### src/rtl/led_matrix_driver.sv
// rtl/led_matrix_driver.sv - 8x8 LED matrix scanner with double-buffered frame store
module led_matrix_driver #(
    parameter int DWELL = 1000,
    parameter int BLANK = 4
) (
    input  logic       clock,
    input  logic       reset,
    input  logic       wr_valid,
    input  logic [5:0] wr_addr,
    input  logic       wr_data,
    output logic       wr_ready,
    input  logic       clr,
    input  logic       swap_req,
    output logic       swap_done,
    output logic       frame_done,
    output logic [7:0] row_sel,
    output logic [7:0] col_data
);
    localparam int MAXC = (DWELL > BLANK) ? DWELL : BLANK;
    localparam int CW   = $clog2(MAXC) + 1;

    typedef enum logic {ST_BLANK, ST_SHOW} state_t;

    state_t        state, state_nx;
    logic [2:0]    row, row_nx;
    logic [CW-1:0] cnt, cnt_nx;
    logic [63:0]   back, back_nx, front;
    logic          pending, pending_nx;
    logic          boundary, do_swap, wr_acc, clr_acc;

    always_comb begin
        state_nx = state;
        row_nx   = row;
        cnt_nx   = cnt + 1'b1;
        boundary = 1'b0;
        case (state)
            ST_BLANK: begin
                if (cnt == CW'(BLANK - 1)) begin
                    state_nx = ST_SHOW;
                    cnt_nx   = '0;
                end
            end
            ST_SHOW: begin
                if (cnt == CW'(DWELL - 1)) begin
                    state_nx = ST_BLANK;
                    cnt_nx   = '0;
                    row_nx   = row + 3'd1;
                    boundary = (row == 3'd7);
                end
            end
            default: begin
                state_nx = ST_BLANK;
                cnt_nx   = '0;
            end
        endcase
    end

    // A request arriving exactly on the boundary edge swaps immediately without ever pending.
    assign do_swap = boundary & (pending | swap_req);
    assign wr_acc  = wr_valid & wr_ready;
    assign clr_acc = clr & wr_ready;

    always_comb begin
        pending_nx = do_swap ? 1'b0 : (pending | swap_req);
        back_nx    = clr_acc ? 64'd0 : back;
        if (wr_acc) begin
            back_nx[wr_addr] = wr_data;
        end
    end

    // Outputs are registered from next-state so they line up with the scan state itself.
    always_ff @(posedge clock or negedge reset) begin
        if (!reset) begin
            state      <= ST_BLANK;
            row        <= 3'd0;
            cnt        <= '0;
            back       <= 64'd0;
            front      <= 64'd0;
            pending    <= 1'b0;
            wr_ready   <= 1'b0;
            swap_done  <= 1'b0;
            frame_done <= 1'b0;
            row_sel    <= 8'd0;
            col_data   <= 8'd0;
        end else begin
            state      <= state_nx;
            row        <= row_nx;
            cnt        <= cnt_nx;
            back       <= back_nx;
            pending    <= pending_nx;
            wr_ready   <= ~pending_nx;
            swap_done  <= do_swap;
            frame_done <= boundary;
            if (do_swap) begin
                front <= back;
            end
            if (state_nx == ST_SHOW) begin
                row_sel  <= 8'd1 << row_nx;
                col_data <= front[{row_nx, 3'b000} +: 8];
            end else begin
                row_sel  <= 8'd0;
                col_data <= 8'd0;
            end
        end
    end
endmodule

### config.mk
export PLATFORM = sky130hd
export DESIGN_NAME = led_matrix_driver
export DESIGN_NICKNAME = d
export VERILOG_FILES = /design/src/rtl/led_matrix_driver.sv
export SDC_FILE = /design/constraint.sdc
export NUM_CORES = 1
export LEC_CHECK = 0
export CELL_PAD_IN_SITES_DETAIL_PLACEMENT = 1
export CELL_PAD_IN_SITES_GLOBAL_PLACEMENT = 2
export CORE_ASPECT_RATIO = 0.9
export CORE_MARGIN = 1.5
export CORE_UTILIZATION = 42
export CTS_CLUSTER_SIZE = 20
export DETAILED_ROUTE_END_ITERATION = 12
export HOLD_SLACK_MARGIN = 0.12
export PLACE_DENSITY_LB_ADDON = 0.15
export SETUP_SLACK_MARGIN = 0.05
export SYNTH_ARGS = -nofsm -noshare
export SYNTH_HDL_FRONTEND = slang
export SYNTH_SLANG_ARGS = --single-unit
### constraint.sdc
create_clock -name clock -period 5.3 [get_ports clock]
set_input_delay 1.06 -clock clock [delete_from_list [all_inputs] [get_ports clock]]
set_output_delay 1.06 -clock clock [all_outputs]
set_load 0.1 [all_outputs]
* After elaboration in Yosys (flattened, before gate mapping)
Cells that the tools add are included.
Cells by class: add/subtract/negate cells 2, $lt $le $gt $ge 2, eq/ne operators 3, shift-type cells 2, mux-type cells 18, bitwise logic cells 6, reduce and logical (&&, ||, !) cells 1
Operators with widths (number):
- 64-bit 2-to-1 mux | 2
- 64-bit bitwise mux | 1
- 64-bit by 7-bit indexed part select with 8-bit output | 1
- 11-bit 2-to-1 mux | 2
- 11-bit one-hot mux with 2 select lines | 1
- 8-bit 2-to-1 mux | 2
- 11-bit by 1-bit adder with 11-bit output, second input constant | 1
- 11-bit by 10-bit equality test with 1-bit output, second input constant | 1
- 11-bit by 2-bit equality test with 1-bit output, second input constant | 1
- 1-bit by 3-bit << shifter with 8-bit output, first input constant | 1
- 6-bit by 7-bit less-than comparator with 1-bit output, second input constant | 1
- 1-bit demux with 6-bit select | 1
- 6-bit by 1-bit greater-or-equal comparator with 1-bit output, second input constant | 1
- 1-bit 2-to-1 mux | 6
- 3-bit 2-to-1 mux | 2
- 3-bit by 1-bit adder with 3-bit output, second input constant | 1
- 1-bit AND | 3
- 3-bit equality test, second input constant | 1
- 1-bit NOT | 2
- 1-bit one-hot mux with 2 select lines | 1
- 1-bit logical AND | 1
- 1-bit bitwise OR | 1
Word-level totals: register bits after elaboration 163, bits of input ports 12, output and inout port bits 19, logic and storage cells 45

* Longest topological paths before layout
Gate-level depths: netlist of the first run.
depth after elaboration 6, mapped depth 9, gate-level depth less buffers 6

* Worst setup path before layout of the first run
OpenSTA, ideal clock, no wires.
path kind input-to-reg, from in wr_valid, to reg back[0], setup time 0.067 ns, data arrival time 2.077 ns, data required time 5.233 ns, setup slack 3.156 ns, stages on the path 5, buffers on the path 0, cells stage by stage nand2_1 or2_2 nor3_1 nand3_1 nand2_1
Between the ends: longest elaborated chain between the ends 2
RTL lines:
- start: declaration | RTL line 8 | input logic wr_valid,
- 1-bit AND | RTL line 60 | assign wr_acc = wr_valid & wr_ready;
- 64-bit 2-to-1 mux | RTL line 66 | if (wr_acc) begin
- net back_nx[0] | RTL line 27 | logic [63:0] back, back_nx, front;
- end signal: assignment | RTL line 89 | back <= back_nx;
- end: declaration | RTL line 27
The timed path passes the listed nets, and every way through them passes these cells. A chain may end at the register's enable or synchronous reset.

* Worst setup path after layout of the first run
from reg row[0], to reg front[35]
Between the ends: longest elaborated chain between the ends 4
RTL lines:
- start: declaration | RTL line 25 | logic [2:0] row, row_nx;
- start signal: assignment | RTL line 87 | row <= row_nx;
- 3-bit equality test | RTL line 48 | boundary = (row == 3'd7);
- 1-bit 2-to-1 mux | RTL line 44 | if (cnt == CW'(DWELL - 1)) begin
- 1-bit 2-to-1 mux | RTL line 36 | case (state)
- 1-bit AND | RTL line 59 | assign do_swap = boundary & (pending | swap_req);
- end signal: assignment | RTL line 95 | front <= back;
- end: declaration | RTL line 27
No other way between the ends.

==> impl_metrics.yaml, run 1 <==
status:
  status: "finished, final reports clean"
synthesis:
  synth_edf_count: 0
  yosysSeqAreaShare: 0.520
  synthArstFlopShare: 1.00
  ys.flop_type: "dfrtp_1"
  synth-seq-cells: 163
  ys_types: 54
  synthesis.area_sq_um: 7850
  synthCells: 863
  avgSynthCellArea_sq_um: 9.09
  ys_warn_count: 0
  synth_nets: 878
global_route:
  grt_pass1_wl_mm: 37.8
  grt_max_degree: 97
  grtUsageTotal: 0.253
  grt_pass1_vias: 6510
  grt_overflow_total: 0
  antenna_found_initial: 0
sta:
  fmax_ghz: 0.318
  hold_viol: 0
  slew_viol_final: 0
  rsz0062_at_grt: "false"
  max_slew.worst_pin.slew_ns: 1.22
  finClkSkew_ns: 0.00853
  layout_min_cycle_time_ns: 3.14
  timing.slew.headroom: 0.187
  finalSetupViolCount: 0
  tns_ns: 0
  post-route-period-util: 0.593
  hold_ws_ns: 0.472
clock_tree:
  root_buffer: "clkbuf_16"
  holdBufCountCts: 0
  clk_latency_ns: 0.44
  cts_setup_buffers: 0
  htreeDepth: 4
  clock_path_buffers: 2
  cts.sinks: 163
  cts_tree: "built"
  cts_buffers: 17
  path_clk_slew_ns: 0.06
  post_cts_resized: 0
floorplanning:
  die_y_um: 133
  start_util: 0.428
  dieArea_sq_um: 19500
  fp.dieW_um: 147
  io-pin-count: 31
  core_area_sq_um: 18300
  rows: 47
place:
  routabilityCongestion: 0.786
  portBuffers: 30
  placed_area_sq_um: 8160
  hpwl_mm: 15.7
  dp_cells: 1078
drt:
  drc_errors: 0
  vias: 6397
  ant_nets: 0
  firstDrtPassIters: 5
  wl_mm: 23.4
  wl_per_cell_um: 21.1
  drt_iter0_drc: 559
  routed_via_density: 5.76
layout:
  fin_cells: 1110
  diodes: 0
  fill_cells: 2135
  finalNetCount: 867
  design_area_sq_um: 8770
  utilization: 0.478
  syn_to_final_growth_pct: 11.8
  drive_gt1_frac: 0.0786
critical_path:
  startpoint: "row[0]"
  cp_max_fo: 62
  cp_data_required_time_ns: 5.67
  cp-start-kind: "flip-flop"
  path_class: "flip-flop to flip-flop"
  reg2reg_from: "row[0]"
  cp.arrival_ns: 3.52
  end_kind: "flip-flop"
hold_path:
  min-delay-start: "front[55]"
  hold_path_class: "flip-flop to flip-flop"
power:
  p_per_area_nw_per_um2: 298
  power.leakage_nw: 4.30
  ir_worst_vdd_v: 0.000204
run:
  drv_cap: 0
==> power by group <==
| part | switching (W) | internal (W) | total [W] |
|---|---|---|---|
| Sequential | 0.00000331 | 0.00125 | 0.00125 |
| Combinational | 0.0000583 | 0.0000139 | 0.0000722 |
| Clock | 0.000529 | 0.000766 | 0.00130 |
| Total | 0.000591 | 0.00203 | 0.00262 |
==> cell families (layout without fill, tap and decap cells) <==
family | after synthesis | in the layout | share of synthesized area
muxes | 19 | 19 | 0.0285
buffers and inverters | 74 | 76 | 0.0477
adders and majority gates | 3 | 3 | 0.00479
and+or+nand+nor | 452 | 452 | 0.255
xor gates and xnor gates | 10 | 10 | 0.0112
AOI/OAI and AO/OA | 142 | 142 | 0.133
DFF | 163 | 163 | 0.520
==> registers in the layout (all words and copies together), names as in the netlist <==
signal / count
cnt: 11
col_data: 8
row_sel: 8
row: 3
back: 64
pending: 1
swap_done: 1
wr_ready: 1
state: 1
front: 64
frame_done: 1
==> worst max-delay path, cell delays in order (launching register included) <==
cell and delay (ns):
dfrtp_2 0.34, buf_4 0.54, ha_1 0.29, ha_1 0.26, nand4_1 0.28, nor2_4 0.63, buf_4 0.47, nand2_1 0.16
nand2_1 0.09
==> per-stage QoR <==
stage               setup WS [ns]  power (W)
floorplan                    3.16    0.00130
global placement             2.27    0.00135
detailed placement           2.22    0.00135
CTS                          2.13    0.00264
global route                 1.92    0.00270
finish                       2.16    0.00262
==> cells in the final DEF, fill, tap and decap left out, types with 6 or more instances in the layout <==
master,count
a211oi_1,27
a21oi_1,6
and2_1,7
and3_1,7
buf_4,6
clkbuf_16,17
clkdlybuf4s50_1,28
dfrtp_1,162
inv_1,8
mux2_2,7
mux2i_1,10
nand2_1,269
nand3_1,74
nor2_1,45
nor2b_1,14
nor3_1,10
o211ai_1,64
o21ai_1,7
o22ai_1,12
xnor2_1,6
==> layer usage <==
layer / vias to the layer above / global-route usage / share of wire
met5: - / 0 / 0
met4: 0 / 0.0778 / 0.015
met3: 29 / 0.0445 / 0.044
met2: 142 / 0.379 / 0.46
met1: 3267 / 0.374 / 0.49
li1: 2959 / - / -
==> path summary, 6_finish.rpt <==
kind	to	slack [ns]	cells after the start
setup / recovery	front[35]	2.16	8
hold / removal	front[55]	0.47	2
setup reg to reg	front[35]	2.16	8
hold reg to reg	front[55]	0.47	2
max in group asynchronous	front[1]	3.52	2
min in group asynchronous	cnt[3]	0.69	1
==> synth_stat cells (8+ instances only) <==
cell type | number | area [sq um]
nand3_1 | 74 | 370
mux2i_1 | 10 | 100
o211ai_1 | 64 | 480
nor2b_1 | 14 | 87.6
a211oi_1 | 27 | 203
buf_6 | 8 | 90.1
clkbuf_1 | 42 | 158
nand2_1 | 270 | 1010
dfrtp_1 | 163 | 4080
nor2_1 | 46 | 173
inv_1 | 8 | 30.0
o22ai_1 | 12 | 75.1
nor3_1 | 10 | 50.1
==> layout make-up <==
class | count | area (sq um) | area share
clock buffers | 20 | 457 | 0.0521
clock inverters | 12 | 155 | 0.0177
inverters | 8 | 30.0 | 0.00342
multi-input cells | 626 | 3400 | 0.388
flip-flops and latches | 163 | 4080 | 0.465
well taps | 245 | 307 | 0.0349
repair buffers | 36 | 342 | 0.0389
Note: power is estimated with default switching activity, not from simulation.
==> inputs of run 2 (changes only) <==
--- a/config.mk
+++ b/config.mk
@@ -9,7 +9,7 @@
 export CELL_PAD_IN_SITES_GLOBAL_PLACEMENT = 2
 export CORE_ASPECT_RATIO = 0.9
 export CORE_MARGIN = 1.5
-export CORE_UTILIZATION = 42
+export CORE_UTILIZATION = 39
 export CTS_CLUSTER_SIZE = 20
 export DETAILED_ROUTE_END_ITERATION = 12
 export HOLD_SLACK_MARGIN = 0.12
==> constraint.sdc (replaced) <==
create_clock -name clock -period 3.21 [get_ports clock]
set_input_delay 0.642 -clock clock [delete_from_list [all_inputs] [get_ports clock]]
set_output_delay 0.642 -clock clock [all_outputs]
set_load 0.1 [all_outputs]
==> run 2 against run 1 <==
Net effect:
- largest power group unchanged
- sequential power increased by 65%
- flip-flop and latch count unchanged
- cell count increased by 1.8%
- global-route usage decreased by 0.62 points
- via count increased by 0.48%
- clock skew increased by 0.0050 ns
==> impl_metrics.yaml, run 2 (synthesized netlist as in run 1, its figures left out) <==
sta:
  max_slew.worst_pin.slew_ns: 1.14
  timing.slew.headroom: 0.240
  fmax_ghz: 0.429
  rsz0062_at_grt: "false"
  finalSetupViolCount: 0
  layout_min_cycle_time_ns: 2.33
  hold_viol: 0
  fin_ws_ns: 0.880
  slew_viol_final: 0
  post-route-period-util: 0.726
  tns_ns: 0
  finClkSkew_ns: 0.0136
global_route:
  grt_pass1_vias: 6571
  use_met3: 0.0481
  grt_max_degree: 106
  grt_overflow_total: 0
  met1_usage: 0.356
  use_met2: 0.382
  grt_pass1_wl_mm: 39.2
  busiest_layer: "met2"
  grtUsageTotal: 0.247
  antenna_found_initial: 0
critical_path:
  crit_path_frequent_cell: "nand2_1"
  reg2reg_from: "cnt[0]"
  crit_path_cell_trace: "ha_1 > and3_1 > and4_4 > nand3b_4 > buf_12 > nand2_1 > nand2_1"
  startpoint: "cnt[0]"
  cp-start-kind: "flip-flop"
  path_class: "flip-flop to flip-flop"
  slowest_delay_ns: 0.49
  end_kind: "flip-flop"
  cp_max_fo: 44
  cp.arrival_ns: 2.66
  cp_data_required_time_ns: 3.54
  slowest_stage: "and4_4"
place:
  pre_cts_slack_ns: 0.795
  placed_area_sq_um: 8240
  portBuffers: 30
  dp_cells: 1098
  hpwl_mm: 16.3
  routabilityCongestion: 0.793
clock_tree:
  path_clk_slew_ns: 0.07
  htreeDepth: 4
  cts_tree: "built"
  clock_path_buffers: 2
  cts_buffers: 17
  clk_latency_ns: 0.44
  root_buffer: "clkbuf_16"
  cts.sinks: 163
  cts_setup_buffers: 0
drt:
  wl_per_cell_um: 21.7
  vias: 6428
  ant_nets: 0
  drt_iter0_drc: 456
  firstDrtPassIters: 4
  drc_errors: 0
  routed_via_density: 5.69
  wl_mm: 24.5
layout:
  fill_cells: 2268
  design_area_sq_um: 8930
  syn_to_final_growth_pct: 13.9
  diodes: 0
  seq_area_sq_um: 4080
  finalNetCount: 878
  layout_commonest_cell: "nand2_1"
  fin_cells: 1130
  layout.cells.most_common_list: "269 x nand2_1, 162 x dfrtp_1, 74 x nand3_1"
  drive_gt1_frac: 0.110
  multiInputGateArea_sq_um: 3400
  reg_top3: "back (64), front (64), cnt (11)"
floorplanning:
  rows: 49
  dieArea_sq_um: 21000
  io-pin-count: 31
  start_util: 0.395
  fp.dieW_um: 153
  die_y_um: 138
  core_area_sq_um: 19900
power:
  ir_worst_vdd_v: 0.000274
  p_sw_w: 0.000960
  power.leakage_nw: 4.45
  intPower_w: 0.00362
  p_seq_frac: 0.450
  p_per_area_nw_per_um2: 513
  switching_share: 0.210
  pwr-share-comb: 0.028
  clockPowerShare: 0.522
  fin_total_pwr_w: 0.00458
hold_path:
  min-delay-start: "front[7]"
  hold_path_class: "flip-flop to flip-flop"
run:
  drv_cap: 0
status:
  status: "finished, final reports clean"
==> run 2: cell types whose count changed in the layout (fill, tap and decap cells not counted) <==
cell	previous run	this run
buf_12	0	3
buf_4	6	32
bufinv_16	3	7
clkbuf_8	2	0
clkdlybuf4s50_1	28	9
clkinv_2	2	1
clkinv_4	1	2
clkinvlp_4	5	2
dlygate4sd3_1	0	1
==> run 2: repair_timing <==
action,in CTS,in global routing
gates resized for setup,0,0
hold buffers,1,0
hold endpoints to repair,24,0
==> run 2: area by class of cell <==
type	instances	area share
Clock buffer	18	0.0480
Clock inverter	13	0.0287
Inverter	8	0.00336
Multi-Input combinational cell	626	0.381
Sequential cell	163	0.457
Tap cell	255	0.0357
Timing Repair Buffer	47	0.0466
==> run 2: routing by layer <==
metal	vias up	share of wire
met5	-	0
met1	3287	0.50
met2	134	0.45
met3	25	0.037
li1	2982	-
met4	0	0.016
==> run 2: power groups by stage <==
stage	clock network, W	logic [W]	registers (W)
after floorplan	0	0.0000422	0.00210
after global placement	0	0.000126	0.00210
after detailed placement	0	0.000130	0.00210
after CTS	0.00243	0.000132	0.00206
after global routing	0.00252	0.000141	0.00206
final	0.00239	0.000128	0.00206
==> run 2: per-stage QoR <==
stage / utilization / hold slack, ns
after floorplan: - / 0.346
final: 0.450 / 0.473
after detailed placement: 0.415 / 0.461
after CTS: 0.450 / 0.476
after global placement: 0.415 / 0.446
after global routing: 0.450 / 0.492
==> run 2: worst max-delay path: cells and delay by family, from the launching register on <==
kind	cells	cell delay, ns
simple gates	5	1.28
flops	1	0.38
buf+inv	1	0.27
fa+ha+maj	1	0.26
==> run 2: final timing paths <==
| kind | end | slack [ns] | cells after the start |
|---|---|---|---|
| worst max-delay path | front[5] | 0.88 | 7 |
| worst min-delay path | front[7] | 0.47 | 2 |
| worst max register to register | front[5] | 0.88 | 7 |
| min in group asynchronous | cnt[4] | 0.67 | 2 |
| worst min register to register | front[7] | 0.47 | 2 |
| max in group asynchronous | front[18] | 1.63 | 3 |
